===== src/rtl/matrix_unloader_if.sv =====
// Element stream interface for matrix_unloader.
// master drives data/index/last/valid; slave returns ready.
interface matrix_unloader_if #(
    parameter int ELEM_W = 32,
    parameter int N_ELEM = 16
);
    logic [ELEM_W-1:0]         out_data;
    logic                      out_valid;
    logic                      out_ready;
    logic [$clog2(N_ELEM)-1:0] out_index;
    logic                      out_last;

    modport master (
        output out_data,
        output out_valid,
        output out_index,
        output out_last,
        input  out_ready
    );

    modport slave (
        input  out_data,
        input  out_valid,
        input  out_index,
        input  out_last,
        output out_ready
    );
endinterface


===== src/rtl/matrix_unloader.sv =====
// Snapshots a 512-bit matrix word and streams its 16 elements
// row-major over a valid/ready handshake, then pulses done.
module matrix_unloader #(
    parameter int ELEM_W = 32,
    parameter int N_ELEM = 16
) (
    input  logic                     CLK,
    input  logic                     reset,
    input  logic                     start,
    input  logic [ELEM_W*N_ELEM-1:0] matrix,
    output logic                     busy,
    output logic                     done,
    matrix_unloader_if.master        m_out
);
    localparam int IW = $clog2(N_ELEM);
    localparam logic [IW-1:0] LAST = IW'(N_ELEM - 1);

    typedef enum logic [1:0] {
        S_IDLE,
        S_SEND,
        S_DONE
    } state_t;

    state_t r_state, w_state_n;

    logic [N_ELEM-1:0][ELEM_W-1:0] r_shadow;
    logic [N_ELEM-1:0][ELEM_W-1:0] w_matrix;

    logic [ELEM_W-1:0] r_data, w_data_n;
    logic [IW-1:0]     r_idx, w_idx_n, w_idx_inc;
    logic              r_valid, w_valid_n;
    logic              r_last, w_last_n;
    logic              r_busy, w_busy_n;
    logic              r_done, w_done_n;
    logic              w_cap;
    logic              w_xfer;

    assign w_matrix  = matrix;
    assign w_xfer    = r_valid && m_out.out_ready;
    assign w_idx_inc = r_idx + 1'b1;

    // Outputs are computed one cycle ahead and registered.
    always_comb begin
        w_state_n = r_state;
        w_data_n  = r_data;
        w_idx_n   = r_idx;
        w_valid_n = r_valid;
        w_last_n  = r_last;
        w_busy_n  = r_busy;
        w_done_n  = 1'b0;
        w_cap     = 1'b0;
        unique case (r_state)
            S_IDLE: begin
                w_data_n  = '0;
                w_idx_n   = '0;
                w_valid_n = 1'b0;
                w_last_n  = 1'b0;
                w_busy_n  = 1'b0;
                if (start) begin
                    w_cap     = 1'b1;
                    w_state_n = S_SEND;
                    w_data_n  = w_matrix[0];
                    w_valid_n = 1'b1;
                    w_last_n  = (LAST == '0);
                    w_busy_n  = 1'b1;
                end
            end
            S_SEND: begin
                if (w_xfer) begin
                    if (r_idx == LAST) begin
                        w_state_n = S_DONE;
                        w_data_n  = '0;
                        w_idx_n   = '0;
                        w_valid_n = 1'b0;
                        w_last_n  = 1'b0;
                        w_done_n  = 1'b1;
                    end else begin
                        w_idx_n  = w_idx_inc;
                        w_data_n = r_shadow[w_idx_inc];
                        w_last_n = (w_idx_inc == LAST);
                    end
                end
            end
            S_DONE: begin
                w_state_n = S_IDLE;
                w_data_n  = '0;
                w_idx_n   = '0;
                w_valid_n = 1'b0;
                w_last_n  = 1'b0;
                w_busy_n  = 1'b0;
            end
            default: begin
                w_state_n = S_IDLE;
                w_data_n  = '0;
                w_idx_n   = '0;
                w_valid_n = 1'b0;
                w_last_n  = 1'b0;
                w_busy_n  = 1'b0;
            end
        endcase
    end

    always_ff @(posedge CLK) begin
        if (reset) begin
            r_state  <= S_IDLE;
            r_shadow <= '0;
            r_data   <= '0;
            r_idx    <= '0;
            r_valid  <= 1'b0;
            r_last   <= 1'b0;
            r_busy   <= 1'b0;
            r_done   <= 1'b0;
        end else begin
            r_state <= w_state_n;
            if (w_cap) r_shadow <= w_matrix;
            r_data  <= w_data_n;
            r_idx   <= w_idx_n;
            r_valid <= w_valid_n;
            r_last  <= w_last_n;
            r_busy  <= w_busy_n;
            r_done  <= w_done_n;
        end
    end

    assign m_out.out_data  = r_data;
    assign m_out.out_valid = r_valid;
    assign m_out.out_index = r_idx;
    assign m_out.out_last  = r_last;
    assign busy            = r_busy;
    assign done            = r_done;
endmodule


===== src/flat_wrapper.sv =====
// flat-port wrapper written by rule: the top's interface ports become plain ports
module matrix_unloader_flat 
#(
    parameter int ELEM_W = 32,
    parameter int N_ELEM = 16
)
  (CLK, reset, start, matrix, busy, done, m_out_out_data, m_out_out_valid, m_out_out_index, m_out_out_last, m_out_out_ready);
  matrix_unloader_if #(.ELEM_W(ELEM_W), .N_ELEM(N_ELEM)) m_out_i ();
  input  logic CLK;
  input  logic reset;
  input  logic start;
  input  logic [ELEM_W*N_ELEM-1:0] matrix;
  output logic busy;
  output logic done;
  output wire logic [$bits(m_out_i.out_data)-1:0] m_out_out_data;
  output wire logic [$bits(m_out_i.out_valid)-1:0] m_out_out_valid;
  output wire logic [$bits(m_out_i.out_index)-1:0] m_out_out_index;
  output wire logic [$bits(m_out_i.out_last)-1:0] m_out_out_last;
  input wire logic [$bits(m_out_i.out_ready)-1:0] m_out_out_ready;
  assign m_out_out_data = m_out_i.out_data;
  assign m_out_out_valid = m_out_i.out_valid;
  assign m_out_out_index = m_out_i.out_index;
  assign m_out_out_last = m_out_i.out_last;
  assign m_out_i.out_ready = m_out_out_ready;
  matrix_unloader #(.ELEM_W(ELEM_W), .N_ELEM(N_ELEM)) u_core (.CLK(CLK), .reset(reset), .start(start), .matrix(matrix), .busy(busy), .done(done), .m_out(m_out_i));
endmodule

===== config.mk =====
export PLATFORM = sky130hd
export DESIGN_NAME = matrix_unloader_flat
export DESIGN_NICKNAME = d
export VERILOG_FILES = /design/src/rtl/matrix_unloader_if.sv /design/src/rtl/matrix_unloader.sv /design/src/flat_wrapper.sv
export SDC_FILE = /design/constraint.sdc
export NUM_CORES = 1
export LEC_CHECK = 0
export CAP_MARGIN = 20
export CORE_MARGIN = 3
export CORE_UTILIZATION = 30
export DETAILED_ROUTE_END_ITERATION = 10
export HOLD_SLACK_MARGIN = 0.06
export PLACE_DENSITY = 0.6
export SLEW_MARGIN = 20
export SYNTH_ARGS = -nofsm -noshare
export SYNTH_HDL_FRONTEND = slang
export SYNTH_SLANG_ARGS = --single-unit

===== constraint.sdc =====
create_clock -name CLK -period 4.37 [get_ports CLK]
set_clock_uncertainty 0.1 [all_clocks]
set_input_delay 0.437 -clock CLK [delete_from_list [all_inputs] [get_ports CLK]]
set_output_delay 0.437 -clock CLK [all_outputs]
set_load 0.005 [all_outputs]

## Word-level counts from Yosys, hierarchy flattened

Index checks and enable logic that the tools add are counted.

- Register bits after elaboration: 554
- Input port bits: 516
- Logic and storage cells: 58

- Add/subtract/negate cells: 1
- Magnitude comparators: 1
- Equal/unequal tests: 6
- Mux-type cells: 19
- Bitwise operators: 2
- Reduce and logical (&&, ||, !) cells: 6

Operator list:

| cell | number |
|---|---|
| binary-select mux 32 bit (select 4 bit) | 1 |
| two-way mux 32 bit | 4 |
| case mux 32 bit (2 select lines) | 1 |
| equality test 4 bit (second input constant) | 2 |
| two-way mux 1 bit | 6 |
| two-way mux 2 bit | 3 |
| less-than comparator 4 x 5 -> 1 bit (second input constant) | 1 |
| adder 4 x 1 -> 4 bit (second input constant) | 1 |
| two-way mux 4 bit | 1 |
| inequality test 2 x 1 -> 1 bit (second input constant) | 2 |
| case mux 1 bit (2 select lines) | 2 |
| case mux 2 bit (2 select lines) | 1 |
| AND reduction 3 bit | 1 |
| OR reduction 3 bit | 1 |
| equality test 2 x 1 -> 1 bit (second input constant) | 1 |
| logical NOT 2 bit | 1 |
| inequality test 2 bit (second input constant) | 1 |
| NOT 1 bit | 2 |
| AND reduction 2 bit | 1 |
| OR reduction 2 bit | 1 |
| logical AND 1 bit | 1 |

## Longest topological paths before layout

- Word-level depth: 6
- Gate-level depth with buffers: 11

## Worst setup path after synthesis

No wires, ideal clock.

- Path kind: register to register
- Start: register u_core.r_idx[0], in the netlist u_core.m_out.out_index[0]
- End: register u_core.r_data[10], in the netlist u_core.m_out.out_data[10]
- Library setup time: 0.116 ns
- Arrival: 2.432 ns
- Data required time: 4.154 ns
- Slack: 1.722 ns
- Cell stages (with the launch flop): 12
- Buffers on the path: 5
- Clock period less this slack: 2.648 ns
- Cell sequence: dfxtp_1 > buf_2 > buf_6 > buf_6 > inv_1 > ha_1 > buf_4 > clkbuf_1 > mux4_2 > mux2i_1 > o221ai_1 > o211a_1

- Longest elaborated chain between the ends: 6

Ends and longest elaborated chain:

| item | RTL line | RTL |
|---|---|---|
| start, declared | matrix_unloader.sv:30 | `logic [IW-1:0] r_idx, w_idx_n, w_idx_inc;` |
| start signal, assigned | matrix_unloader.sv:117 | `r_idx <= w_idx_n;` |
| adder 4 x 1 -> 4 bit | matrix_unloader.sv:40 | `assign w_idx_inc = r_idx + 1'b1;` |
| binary-select mux 32 bit (select 4 bit) | matrix_unloader.sv:79 | `w_data_n = r_shadow[w_idx_inc];` |
| two-way mux 32 bit (implied by the code) | matrix_unloader.sv:79 |  |
| two-way mux 32 bit (*) | matrix_unloader.sv:70 | `if (r_idx == LAST) begin` |
| two-way mux 32 bit (*) | matrix_unloader.sv:69 | `if (w_xfer) begin` |
| case mux 32 bit (2 select lines) (*) | matrix_unloader.sv:52 | `unique case (r_state)` |
| end signal, assigned | matrix_unloader.sv:116 | `r_data <= w_data_n;` |
| end, declared | matrix_unloader.sv:29 | `logic [ELEM_W-1:0] r_data, w_data_n;` |

Mark *: on every way between the ends. The rest lies on a longest branch, timed or not. The select of a mux whose other input is x is not followed.
A chain may end at the register's enable or synchronous reset.

## Worst setup path in the final report

- Start: register u_core.r_idx[0], in the netlist u_core.m_out.out_index[0]
- End: register u_core.r_data[21], in the netlist u_core.m_out.out_data[21]

The elaborated chain is that of the path after synthesis.

==> out/qor.csv <==
metric,value,unit
crit_arrival,3.82,ns
synth_top_area_share,47.98,%
total_power,12.86,mW
endpoint_kind,register,
r2r_slack,0.96,ns
powerDensity,407.2,nW/um2
synth_xor_area_share,0.1515,%
dr.first_iter.drc_count,1733,
clk_latency,0.62,ns
hp-start,matrix[244],
synth_compound_area_share,14.92,%
ir_drop,0.2931,mV
num-fill-cells,7708,
ys_ff_latch,554,
min_period_over_period,78.08,%
start_util,30.39,%
synthAdderAreaFrac,0.1082,%
outcome,"finished, final reports clean",
grt_util_met1,31.29,%
synth_top_family_by_area,simple AND/OR/NAND/NOR gates,
grt_most_used_layer,met2,
cts_tree,yes,
r2r-start,u_core.m_out.out_index[0],
clockRootBuffer,clkbuf_16,
place_congestion,0.8743,
grt_pass1_wl,137600,um
final_net_count,3590,
postCtsSetupBuffers,0,
reg2reg_depth,7,
coreArea,76080,um2
ant_nets,0,
timing.rr.end,u_core.m_out.out_data[21],
area_delta_synth_final,36.59,%
die_y,283.6,um
synthTopCellsByArea,"dfxtp_1 48%, nand2_1 17%, mux4_2 12%",
grt_antenna_before_repair,23,
rsz0062_at_grt,no,
fmax,293.1,MHz
grt_usage,22.79,%
drc_errors,0,
vias_per_cell,5.053,
ios,556,
cts_hold_buf,0,
setup_viol,0,
postSynthCellCount,2648,
overflow,0,
multiInputGateArea,11050,um2
hold_violations,0,
leakage,12.02,nW
wirelength,95300,um
cap_violations,0,
cts-resized-gates,0,
muxShareOfSynthArea,15.24,%
path_class,register to register,
whs_endpoint,u_core.r_shadow[244],
die-area,80420,um2
grt_util_met2,35.73,%
first_pass_iters,6,
fin_cells,4167,
h-tree-depth,2,
dp_cells,4039,
synth.distinct_cells,28,
tightest_slew,0.9965,ns
synth_area_leader_cell,dfxtp_1,
vias,21050,
fin_crit,3.412,ns
use_met3,4.000,%
grt_pass1_vias,20130,
finalWorstSetupSlack,0.9579,ns
place_ws,0.9252,ns
synth_area_per_cell,8.730,um2
clock-sinks,554,
max-slew-margin-rel,33.57,%
die_w,283.6,um
cts_buffers,61,
dp_hpwl,69880,um
seq_area_frac_synth,47.98,%
port_buffers,555,
fin_util,41.51,%
synth_nets,3166,
critical_path.max_fanout,42,
holdPathStages,3,
path_clk_slew,0.06,ns
maxSlewViolCount,0,
rows,101,
routedWlPerCell,22.87,um
cts_buffer_depth,3,
worstHoldPathType,primary input to register,
final-seq-area,11090,um2
grt_max_degree,195,
setup_tns,0,ns
layout-drive-gt1-share,8.494,%
startpoint_type,register,
synth-simple-area-share,17.18,%
worstPathRequired,4.78,ns
synth-warning-count,0,
netlist_area,23120,um2
-- state kept, by name, indices dropped and copies added (netlist names) --
name,cells
u_core.m_out.out_valid,1
u_core.done,1
u_core.m_out.out_data,32
u_core.m_out.out_index,4
u_core.busy,1
u_core.m_out.out_last,1
u_core.r_state,2
u_core.r_shadow,512
-- synthesized netlist by cell type --
cell / count
nand2_1: 1030
dfxtp_1: 554
a21oi_1: 515
clkbuf_1: 181
mux4_2: 128
mux2i_1: 64
a21boi_0: 32
o211a_1: 32
o221ai_1: 32
buf_2: 25
buf_6: 17
nor2_1: 9
nor3_1: 5
inv_1: 3
nand3_1: 3
xor2_1: 3
buf_4: 2
ha_1: 2
o22ai_1: 2
and2_1: 1
and3_1: 1
nand2b_1: 1
nor2b_1: 1
nor3b_1: 1
o21ai_0: 1
o21ai_1: 1
o21bai_1: 1
xnor2_1: 1
-- routing by layer --
layer	part of all wire, %	wire length (um)
met1	44	41850
met2	46	43840
met3	6.5	6189
met4	3.6	3393
met5	0.025	24
-- how the worst max path moves through the flow --
stage | slack, ns | endpoint | start | cells after the start
after detailed placement | 0.93 | u_core.m_out.out_data[22] | u_core.m_out.out_index[0] | 7
after global routing | 0.80 | u_core.m_out.out_data[15] | u_core.m_out.out_index[0] | 7
final | 0.96 | u_core.m_out.out_data[21] | u_core.m_out.out_index[0] | 7
after global placement | 0.95 | u_core.m_out.out_data[22] | u_core.m_out.out_index[0] | 7
after CTS | 0.88 | u_core.m_out.out_data[22] | u_core.m_out.out_index[0] | 7
after floorplan | 1.72 | u_core.m_out.out_data[10] | u_core.m_out.out_index[0] | 11
-- cells in the final DEF, fill, tap and decap left out, drive strengths merged, types with 2 or more instances in the layout --
cell / n
o21ai: 2
o211a: 32
nand2: 1030
mux4: 128
o22ai: 2
a21oi: 515
clkdlybuf4s50: 554
nor2: 9
o221ai: 32
ha: 2
nor3: 5
xor2: 3
diode: 17
clkbuf: 85
nand3: 3
bufinv: 8
buf: 32
clkinv: 13
a21boi: 32
mux2i: 64
dfxtp: 554
clkinvlp: 4
inv: 4
-- stage by stage --
stage | area [um2] | hold slack [ns]
6_report | 31580 | 0.2582
5_1_grt | 31570 | 0.2420
4_1_cts | 31530 | 0.2181
3_5_place_dp | 29420 | 0.3430
3_3_place_gp | 29420 | 0.3385
2_1_floorplan | 23120 | 0.3331
-- final cells by class --
class | count | area share (%)
inverter | 3 | 0.03566
sequential | 554 | 35.14
clock buffer | 85 | 5.575
antenna | 17 | 0.1347
clock inverter | 26 | 1.125
multi-input combinational | 1866 | 35.01
tap | 1030 | 4.081
timing repair buffer | 586 | 18.90
-- critical path: stages (launching register included) --
cell      delay [ns]
dfxtp_4         0.57
inv_1           0.17
ha_4            0.78
buf_4           0.33
mux4_2          0.36
mux2i_1         0.54
o221ai_1        0.23
o211a_1         0.16
-- power by group --
| part | total [mW] | internal [mW] | switching (mW) |
|---|---|---|---|
| Clock | 5.45 | 3.27 | 2.18 |
| Sequential | 5.62 | 5.39 | 0.233 |
| Combinational | 1.79 | 0.860 | 0.928 |
-- cells by family after synthesis --
kind of cell / after synthesis
XOR/XNOR: 4
multiplexers: 192
AND/OR/NAND/NOR: 1052
buffers and inverters: 228
adder cells (fa/ha/maj): 2
flip-flops: 554
AO/OA/AOI/OAI: 616
Note: power is estimated with default switching activity, not from simulation.
